===== src/rtl/wb_pkg.sv =====
// Shared constants, entry type and helpers for the writeback port arbiter.
// Optional performance counters in the top are enabled by defining WB_ARB_PERF_EN.
package wb_pkg;

  localparam int DW_DEF   = 16;
  localparam int RW_DEF   = 3;
  localparam int NREQ_MIN = 2;
  localparam int NREQ_MAX = 4;

  typedef struct packed {
    logic              valid;
    logic [RW_DEF-1:0] rd;
    logic [DW_DEF-1:0] data;
  } wb_entry_t;

  // Clearing the lowest set bit leaves something behind only when two or more bits are set.
  function automatic logic multiHot(input logic [NREQ_MAX-1:0] v);
    return (v & (v - NREQ_MAX'(1))) != '0;
  endfunction

endpackage


===== src/rtl/wb_age_picker.sv =====
// Combinational one-hot grant: oldest full entry first; unordered (same-cycle)
// entries go round-robin from i_ptr, except same-rd pairs retire lower index first.
module wb_age_picker
  import wb_pkg::*;
#(
  parameter int NREQ = 3,
  parameter int RW   = RW_DEF,
  parameter int PW   = (NREQ > 1) ? $clog2(NREQ) : 1
) (
  input  logic [NREQ-1:0]      i_full,
  input  logic [NREQ*NREQ-1:0] i_older,
  input  logic [NREQ*RW-1:0]   i_rd,
  input  logic [PW-1:0]        i_ptr,
  output logic [NREQ-1:0]      o_grant
);

  logic [NREQ-1:0] w_eligible;
  logic [NREQ-1:0] w_cand;
  logic            w_found;

  // Bit j*NREQ+i set means entry j was captured before entry i.
  always_comb begin
    w_eligible = i_full;
    for (int i = 0; i < NREQ; i++) begin
      for (int j = 0; j < NREQ; j++) begin
        if (i_full[j] && i_older[j*NREQ+i]) begin
          w_eligible[i] = 1'b0;
        end
      end
    end
  end

  always_comb begin
    w_cand = w_eligible;
    for (int i = 1; i < NREQ; i++) begin
      for (int j = 0; j < i; j++) begin
        if (w_eligible[j] && (i_rd[j*RW +: RW] == i_rd[i*RW +: RW])) begin
          w_cand[i] = 1'b0;
        end
      end
    end
  end

  always_comb begin
    o_grant = '0;
    w_found = 1'b0;
    for (int k = 0; k < NREQ; k++) begin
      for (int i = 0; i < NREQ; i++) begin
        if (!w_found && w_cand[i] && (i == ((int'(i_ptr) + k) % NREQ))) begin
          o_grant[i] = 1'b1;
          w_found    = 1'b1;
        end
      end
    end
  end

endmodule


===== src/rtl/wb_port_arbiter.sv =====
// Shares the register-file write port among NREQ one-entry writeback buffers,
// retiring oldest-first. Define WB_ARB_PERF_EN to add conflict_cnt/stall_cnt.
module wb_port_arbiter
  import wb_pkg::*;
#(
  parameter int NREQ = 3,
  parameter int DW   = DW_DEF,
  parameter int RW   = RW_DEF
) (
  input  logic               clk,
  input  logic               rst_n,
  input  logic [NREQ-1:0]    req_valid,
  output logic [NREQ-1:0]    req_ready,
  input  logic [NREQ*RW-1:0] req_rd,
  input  logic [NREQ*DW-1:0] req_data,
  output logic               wb_en,
  output logic [RW-1:0]      wb_rd,
  output logic [DW-1:0]      wb_data,
  output logic [NREQ-1:0]    wb_src,
  output logic               busy
`ifdef WB_ARB_PERF_EN
  ,
  output logic [15:0]        conflict_cnt,
  output logic [15:0]        stall_cnt
`endif
);

  localparam int PW = (NREQ > 1) ? $clog2(NREQ) : 1;

  if (NREQ < NREQ_MIN || NREQ > NREQ_MAX) begin : g_nreqCheck
    $error("wb_port_arbiter: NREQ=%0d outside supported range %0d..%0d", NREQ, NREQ_MIN, NREQ_MAX);
  end

  logic [NREQ-1:0]           r_full;
  logic [NREQ-1:0][RW-1:0]   r_rd;
  logic [NREQ-1:0][DW-1:0]   r_data;
  logic [NREQ-1:0][NREQ-1:0] r_older;
  logic [PW-1:0]             r_ptr;
  logic                      r_rstDone;

  logic [NREQ-1:0]           w_capture;
  logic [NREQ-1:0]           w_grant;
  logic [NREQ-1:0][NREQ-1:0] w_olderNext;
  logic [RW-1:0]             w_gntRd;
  logic [DW-1:0]             w_gntData;
  logic [PW-1:0]             w_ptrNext;

  // Ready is held low for the first cycle after reset release.
  assign req_ready = r_rstDone ? ~r_full : '0;
  assign w_capture = req_valid & req_ready;
  assign busy      = |r_full;

  wb_age_picker #(
    .NREQ(NREQ),
    .RW  (RW),
    .PW  (PW)
  ) u_picker (
    .i_full (r_full),
    .i_older(r_older),
    .i_rd   (r_rd),
    .i_ptr  (r_ptr),
    .o_grant(w_grant)
  );

  // A granted entry's row and column clear last, so it never orders a same-edge capture.
  always_comb begin
    w_olderNext = r_older;
    for (int i = 0; i < NREQ; i++) begin
      if (w_capture[i]) begin
        for (int j = 0; j < NREQ; j++) begin
          w_olderNext[i][j] = 1'b0;
          w_olderNext[j][i] = r_full[j] & ~w_capture[j];
        end
      end
    end
    for (int i = 0; i < NREQ; i++) begin
      if (w_grant[i]) begin
        for (int j = 0; j < NREQ; j++) begin
          w_olderNext[i][j] = 1'b0;
          w_olderNext[j][i] = 1'b0;
        end
      end
    end
  end

  always_comb begin
    w_gntRd   = '0;
    w_gntData = '0;
    w_ptrNext = r_ptr;
    for (int i = 0; i < NREQ; i++) begin
      if (w_grant[i]) begin
        w_gntRd   = r_rd[i];
        w_gntData = r_data[i];
        w_ptrNext = (i == NREQ - 1) ? '0 : PW'(i + 1);
      end
    end
  end

  always_ff @(posedge clk or negedge rst_n) begin
    if (!rst_n) begin
      r_full    <= '0;
      r_rd      <= '0;
      r_data    <= '0;
      r_older   <= '0;
      r_ptr     <= '0;
      r_rstDone <= 1'b0;
      wb_en     <= 1'b0;
      wb_rd     <= '0;
      wb_data   <= '0;
      wb_src    <= '0;
    end else begin
      r_rstDone <= 1'b1;
      for (int i = 0; i < NREQ; i++) begin
        if (w_grant[i]) begin
          r_full[i] <= 1'b0;
        end else if (w_capture[i]) begin
          r_full[i] <= 1'b1;
          r_rd[i]   <= req_rd[i*RW +: RW];
          r_data[i] <= req_data[i*DW +: DW];
        end
      end
      r_older <= w_olderNext;
      wb_en   <= |w_grant;
      if (|w_grant) begin
        r_ptr   <= w_ptrNext;
        wb_rd   <= w_gntRd;
        wb_data <= w_gntData;
        wb_src  <= w_grant;
      end
    end
  end

`ifdef WB_ARB_PERF_EN
  logic w_conflict;
  logic w_stall;

  assign w_conflict = multiHot(NREQ_MAX'(r_full));
  assign w_stall    = |(req_valid & ~req_ready);

  // Counters saturate rather than wrap so long runs stay meaningful.
  always_ff @(posedge clk or negedge rst_n) begin
    if (!rst_n) begin
      conflict_cnt <= '0;
      stall_cnt    <= '0;
    end else begin
      if (w_conflict && (conflict_cnt != 16'hFFFF)) begin
        conflict_cnt <= conflict_cnt + 16'd1;
      end
      if (w_stall && (stall_cnt != 16'hFFFF)) begin
        stall_cnt <= stall_cnt + 16'd1;
      end
    end
  end
`endif

endmodule


===== config.mk =====
export PLATFORM = sky130hd
export DESIGN_NAME = wb_port_arbiter
export DESIGN_NICKNAME = d
export VERILOG_FILES = /design/src/rtl/wb_pkg.sv /design/src/rtl/wb_age_picker.sv /design/src/rtl/wb_port_arbiter.sv
export SDC_FILE = /design/constraint.sdc
export NUM_CORES = 1
export LEC_CHECK = 0
export CORE_UTILIZATION = 57
export DETAILED_ROUTE_END_ITERATION = 7
export DONT_BUFFER_PORTS = 1
export PLACE_DENSITY = 0.76
export SETUP_SLACK_MARGIN = 0.05
export SLEW_MARGIN = 15
export SYNTH_ARGS = -nofsm -noshare
export SYNTH_HDL_FRONTEND = slang
export SYNTH_SLANG_ARGS = --single-unit

===== constraint.sdc =====
create_clock -name clk -period 2.5 [get_ports clk]
set_clock_uncertainty 0.2 [all_clocks]
set_input_delay 0.5 -clock clk [delete_from_list [all_inputs] [get_ports clk]]
set_output_delay 0.5 -clock clk [all_outputs]
set_load 0.01 [all_outputs]

# [Word level (Yosys, flattened, before mapping)]
# Index checks and enable logic that the tools add are counted.
[word_totals] input_bits=62 output_inout_bits=27 regBits=95 word_cells=160
[classes] reduce_logical=53 mux=58 div_mod_pow=3 eq_ne=9 n_bitwise=11 add_sub_neg=2
[ops] cell="== test 2 x 32 -> 1 bit (first input constant)" n=3
[ops] cell="== test 3 x 32 -> 1 bit (first input constant)" n=3
[ops] cell="zero test 32 bit" n=3
[ops] cell="remainder unit 32 x 3 -> 32 bit (second input constant)" n=2
[ops] cell="two-way mux 16 bit" n=3
[ops] cell="two-way mux 1 bit" n=42
[ops] cell="remainder unit 3 x 3 -> 32 bit (second input constant)" n=1
[ops] cell="logical AND 1 bit" n=29
[ops] cell="two-way mux 3 bit" n=6
[ops] cell="two-way mux 4 bit" n=4
[ops] cell="nonzero test 4 bit" n=3
[ops] cell="== test 3 bit" n=3
[ops] cell="zero test 1 bit" n=8
[ops] cell="AND reduction 2 bit" n=4
[ops] cell="two-way mux 2 bit" n=3
[ops] cell="NOT 1 bit" n=6
[ops] cell="nonzero test 2 bit" n=3
[ops] cell="OR reduction 3 bit" n=2
[ops] cell="adder 2 x 1 -> 3 bit (second input constant)" n=1
[ops] cell="adder 2 x 2 -> 3 bit (second input constant)" n=1
[ops] cell="bitwise AND 1 bit" n=3
[ops] cell="bitwise AND 3 bit" n=1
[ops] cell="NOT 3 bit" n=1
[ops] cell="nonzero test 3 bit" n=1

# [Depth between registers and ports, before layout]
[logic_depth] ltp_word=40 mapped_depth=10 mapped_depth_nobuf=8

# [By module]
# Synthesis repeated with hierarchy kept, for this count alone.
[unflattened] cells_unflattened=308 area_unflattened_um2=4116.4
[by_module_without_submodules] module="wb_port_arbiter" area_each_um2=3819.9 cells_per_inst=270 instances=1 seq_area_each_um2=2377.3
[by_module_without_submodules] module="wb_age_picker" area_each_um2=296.5 cells_per_inst=38 instances=1 seq_area_each_um2=0.0

# [Worst setup path before layout]
# Ideal clock, no wire load.
[synth_path] path_type="register to register" from="register r_ptr[0]" to="register wb_data[12]" path_buffers=2 arrival_ps=2041 slack_ps=139 stages_incl_launch_ff=10 synth_period_minus_slack_ps=2361 required_time_ps=2180 setup_time_ps=120 path_cell_list="dfrtp_1 inv_1 ha_1 nor3_1 a221oi_2 and3b_1 buf_6 buf_6 or4_1 o211a_1"
[synth_between] elab_chain_cells=37 word_cells_on_any_way=59 cone_classes="2 x add/sub; 3 x div; 6 x eq/ne; 19 x mux; 29 x reduce/logical"
[synth_rtl] item="from (decl)" line="wb_port_arbiter.sv:38" rtl="logic [PW-1:0] r_ptr;"
[synth_rtl] item="from (signal assigned)" line="wb_port_arbiter.sv:125" rtl="r_ptr <= w_ptrNext;"
[synth_rtl] item="branches (longest 37 deep; another with remainder unit 32 x 3 -> 32 bit)"
[synth_rtl] item="to (signal assigned)" line="wb_port_arbiter.sv:127" rtl="wb_data <= w_gntData;"
[synth_rtl] item="to (decl)" line="wb_port_arbiter.sv:18" rtl="output logic [DW-1:0] wb_data,"
# Parallel ways; which one is timed is not known.
# A chain may end at the register's enable or synchronous reset.

# [Worst setup path in the final report]
[layout_path] from="register r_ptr[1]" to="register wb_data[2]"
# Same word-level chain as after synthesis.

==> flow_summary.rst <==
.. list-table::
   :header-rows: 1

   * - Metric
     - Value
   * - Fraction of the yosys area taken by sequential cells
     - a little over half
   * - Cell count after synthesis
     - ~470
   * - Count of vias placed by the detailed router
     - about 3300
   * - Fillers
     - 600
   * - Num CTS Buffers
     - 9
   * - Run status
     - finished with violations
   * - Clk sink count
     - 95
   * - Vias in the first global route
     - about 3000
   * - Clock tree from TritonCTS
     - built
   * - Routed length on met1
     - between 4 and 5 mm
   * - Synth Area in Adders
     - less than 1%
   * - Global-route wire length before repair
     - between 15 and 20 mm
   * - Final Hold Violating Endpoints
     - between 90 and 100
   * - Worst hold-check slack
     - -0.381 ns
   * - Largest fanout on the critical path
     - 17
   * - N_diodes
     - 0
   * - Final HPWL from detailed placement
     - 6.81 mm
   * - Setup crit end kind
     - register
   * - Number of distinct standard cells referenced by the synthesized netlist
     - 40
   * - Floorplan row count
     - 31
   * - Bufs on Longest Clock Path
     - 2
   * - Max frequency
     - just over 400 MHz
   * - Number of antenna violations at the first check in global routing
     - 0
   * - DR pass1 iterations
     - 4
   * - Number of DRC markers after the initial detailed-route iteration
     - 216
   * - Post-synth net total
     - 530
   * - Maximum ir drop on the vdd rail
     - around 0.62 mV
   * - Die outline height
     - roughly 90 um
   * - Leakage
     - approximately 2.5 nW
   * - Required time at the endpoint of the critical path
     - between 2 and 3 ns
   * - Insertion delay of the later-clocked pin in the worst-skew pair
     - between 0.3 and 0.4 ns
   * - Share of async-settable or async-resettable flops after synthesis
     - 100%
   * - Clock-pin transition on the worst setup and hold timing paths
     - 0.10 ns
   * - Number of failing setup endpoints in the final timing report
     - 0
   * - Clock root buffer
     - sky130_fd_sc_hd__clkbuf_8
   * - Flop and latch count out of synthesis
     - between 90 and 100
   * - Met3 layer wire length in the routed design
     - between 700 and 800 um
   * - Multi-input gate area
     - 1980 sq um
   * - Leading cell types in the layout, fill and taps excluded
     - sky130_fd_sc_hd__nand2_1, sky130_fd_sc_hd__dfrtp_1, sky130_fd_sc_hd__a22o_1
   * - Area of the die
     - 8040 sq um
   * - DRC violation count after routing
     - 0
   * - Post-route setup TNS
     - 0 ns
   * - Crit path DAT
     - 2.49 ns
   * - Multiplexer area fraction after synthesis
     - 0%
   * - Routed WL
     - 10.8 mm
   * - Worst Hold Class
     - input pin to async pin
   * - Post-synth EDFFs
     - 0
   * - Area taken by flip-flops and latches
     - 2380 sq um
   * - Placed Instances
     - approximately 550
   * - Unrepaired setup endpoints after global routing
     - true
   * - Count of input and output buffers
     - 0
   * - Synth warn
     - 0
   * - Most common cell after layout, fill and taps aside
     - sky130_fd_sc_hd__nand2_1
   * - Routed vias/inst
     - about 5.8
   * - Global placement routability congestion
     - slightly above 0.9
   * - Average instance area after synthesis
     - between 9 and 10 sq um
   * - Max-capacitance violation count
     - 0
   * - Detail-routed net length per standard cell
     - around 19 um
   * - Type of the setup path with the least slack
     - register to register
   * - DR WL met2
     - around 4.9 mm
   * - Final Non-Filler Cells
     - slightly below 600
   * - Uppermost layer routed
     - met4
   * - Compound-cell area share of the yosys netlist
     - approximately an eighth
   * - Main combinational cell family by area after synthesis
     - simple AND/OR/NAND/NOR gates
   * - Number of nets in the layout
     - 539
   * - Share of final-layout standard cells stronger than drive strength 1
     - 16.3%
   * - IO Count
     - 89
   * - Remaining number of nets flagged by the antenna check after routing
     - 0
   * - Grt total ovfl
     - 0
   * - Primary flip-flop cell chosen by synthesis mapping
     - sky130_fd_sc_hd__dfrtp_1
   * - GRT Total Usage
     - a little over a quarter
   * - Period utilisation layout
     - 97.2%
   * - Simple-gate share of the synthesized area
     - between 20 and 30%
   * - Number of pins exceeding their max-slew limit in the final report
     - 0
   * - Starting Density
     - approximately three fifths
   * - Max H-tree Level
     - 3
   * - Post-synthesis share of cell area spent on xor and xnor gates
     - 1.80%
   * - Min Tclk post-route
     - roughly 2.4 ns
   * - Core area
     - ~7300 sq um
   * - Area growth from synthesis to final layout
     - 14.0%
   * - Power density over the cells
     - 1740 nW/um^2
   * - Violated checks
     - hold timing
   * - Largest net degree at the start of global routing
     - 96
   * - Horizontal die dimension
     - about 90 um
   * - Worst Setup Start Kind
     - register
   * - Post-synth design cell area
     - about 4400 sq um
-- cell families after synthesis --
kind of cell | Yosys count
and+or+nand+nor | 268
adders and majority gates | 2
AOI/OAI and AO/OA | 59
DFF | 95
buffers and inverters | 32
other | 1
xor gates and xnor gates | 9
-- state kept, by name, summed over array words and instances, names as in the netlist --
| name | flops |
|---|---|
| wb_rd | 3 |
| r_ptr | 2 |
| r_older | 9 |
| r_rd | 9 |
| wb_data | 16 |
| r_full | 3 |
| wb_src | 3 |
| r_rstDone | 1 |
| r_data | 48 |
| wb_en | 1 |
-- worst max-delay path: stages (launching register included) --
cell and delay (ns):
sky130_fd_sc_hd__dfrtp_1 0.44, sky130_fd_sc_hd__ha_4 0.34, sky130_fd_sc_hd__inv_1 0.09, sky130_fd_sc_hd__nor2_2 0.15, sky130_fd_sc_hd__a221oi_2 0.08, sky130_fd_sc_hd__and3b_2 0.24, sky130_fd_sc_hd__buf_12 0.16, sky130_fd_sc_hd__or4_1 0.51
sky130_fd_sc_hd__o211a_1 0.13
-- where the power goes --
group	leakage (nW)	internal, mW	total (mW)	switching (mW)
Sequential	1.17	2.33	2.98	0.646
Clock	0.0956	0.386	0.967	0.581
Combinational	1.23	2.38	4.73	2.34
Total	2.50	5.10	8.67	3.57
-- cell usage after synthesis (all sizes together), types with 2 or more instances --
| cell type | count | area [sq um] |
|---|---|---|
| a21oi | 4 | 20.0 |
| and2 | 6 | 37.5 |
| a22o | 20 | 175 |
| nand4 | 3 | 18.8 |
| a31oi | 5 | 31.3 |
| nor3 | 4 | 25.0 |
| nand2 | 189 | 709 |
| dfrtp | 95 | 2380 |
| and2b | 3 | 25.0 |
| a211oi | 2 | 15.0 |
| buf | 6 | 48.8 |
| nor2b | 2 | 12.5 |
| o211a | 20 | 200 |
| nor2 | 7 | 26.3 |
| inv | 4 | 15.0 |
| and3 | 3 | 28.8 |
| xnor2 | 9 | 78.8 |
| nand3 | 9 | 57.6 |
| or4 | 19 | 143 |
| nand2b | 19 | 119 |
| ha | 2 | 25.0 |
| o211ai | 2 | 15.0 |
| clkbuf | 22 | 82.6 |
-- final timing paths --
kind | from | endpoint | slack, ns | cells after the start
worst min-delay path | rst_n | r_rstDone$_DFF_PN0_ | -0.38 | 0
worst max register to register | r_ptr[1]$_DFFE_PN0P_ | wb_data[2]$_DFFE_PN0P_ | 0.07 | 8
min in group clk | req_data[15] | r_data[15]$_DFFE_PN0P_ | 0.03 | 2
worst max-delay path | r_ptr[1]$_DFFE_PN0P_ | wb_data[2]$_DFFE_PN0P_ | 0.07 | 8
max in group asynchronous | rst_n | r_older[8]$_DFFE_PN0P_ | 2.37 | 0
worst min register to register | r_data[37]$_DFFE_PN0P_ | r_data[37]$_DFFE_PN0P_ | 0.28 | 2
-- layout make-up --
class	instances	share of cell area (%)
clock buffers	9	2.48
clock inverters	7	1.28
inverters	4	0.301
multi-input cells	339	39.6
flip-flops and latches	95	47.7
well taps	99	2.48
repair buffers	26	6.11
-- timing repair --
item | CTS | global route
hold endpoints to repair | 95 | 95
endpoints found under the setup margin | 19 | 20
pin swaps | 0 | 7
resized for setup | 3 | 30
cloned | 0 | 4
buffers inserted | 0 | 10
-- metal layers --
| metal | up-vias | GRT usage [%] |
|---|---|---|
| li1 | 1587 | - |
| met1 | 1613 | 38.1 |
| met2 | 119 | 38.6 |
| met3 | 14 | 6.86 |
| met4 | 0 | 8.95 |
| met5 | - | 0 |
-- stage by stage --
stage | power [mW] | utilization [%] | cell area, sq um | worst slack [ns]
after global placement | 6.62 | 61.6 | 4510 | 0.0932
after detailed placement | 6.80 | 61.6 | 4510 | 0.0167
after CTS | 7.80 | 64.3 | 4710 | 0.0666
after global routing | 9.25 | 68.1 | 4990 | 0.00681
final | 8.67 | 68.1 | 4990 | 0.0689
after floorplan | 5.81 | - | 4380 | 0.139
Note: power is estimated with default switching activity, not from simulation.
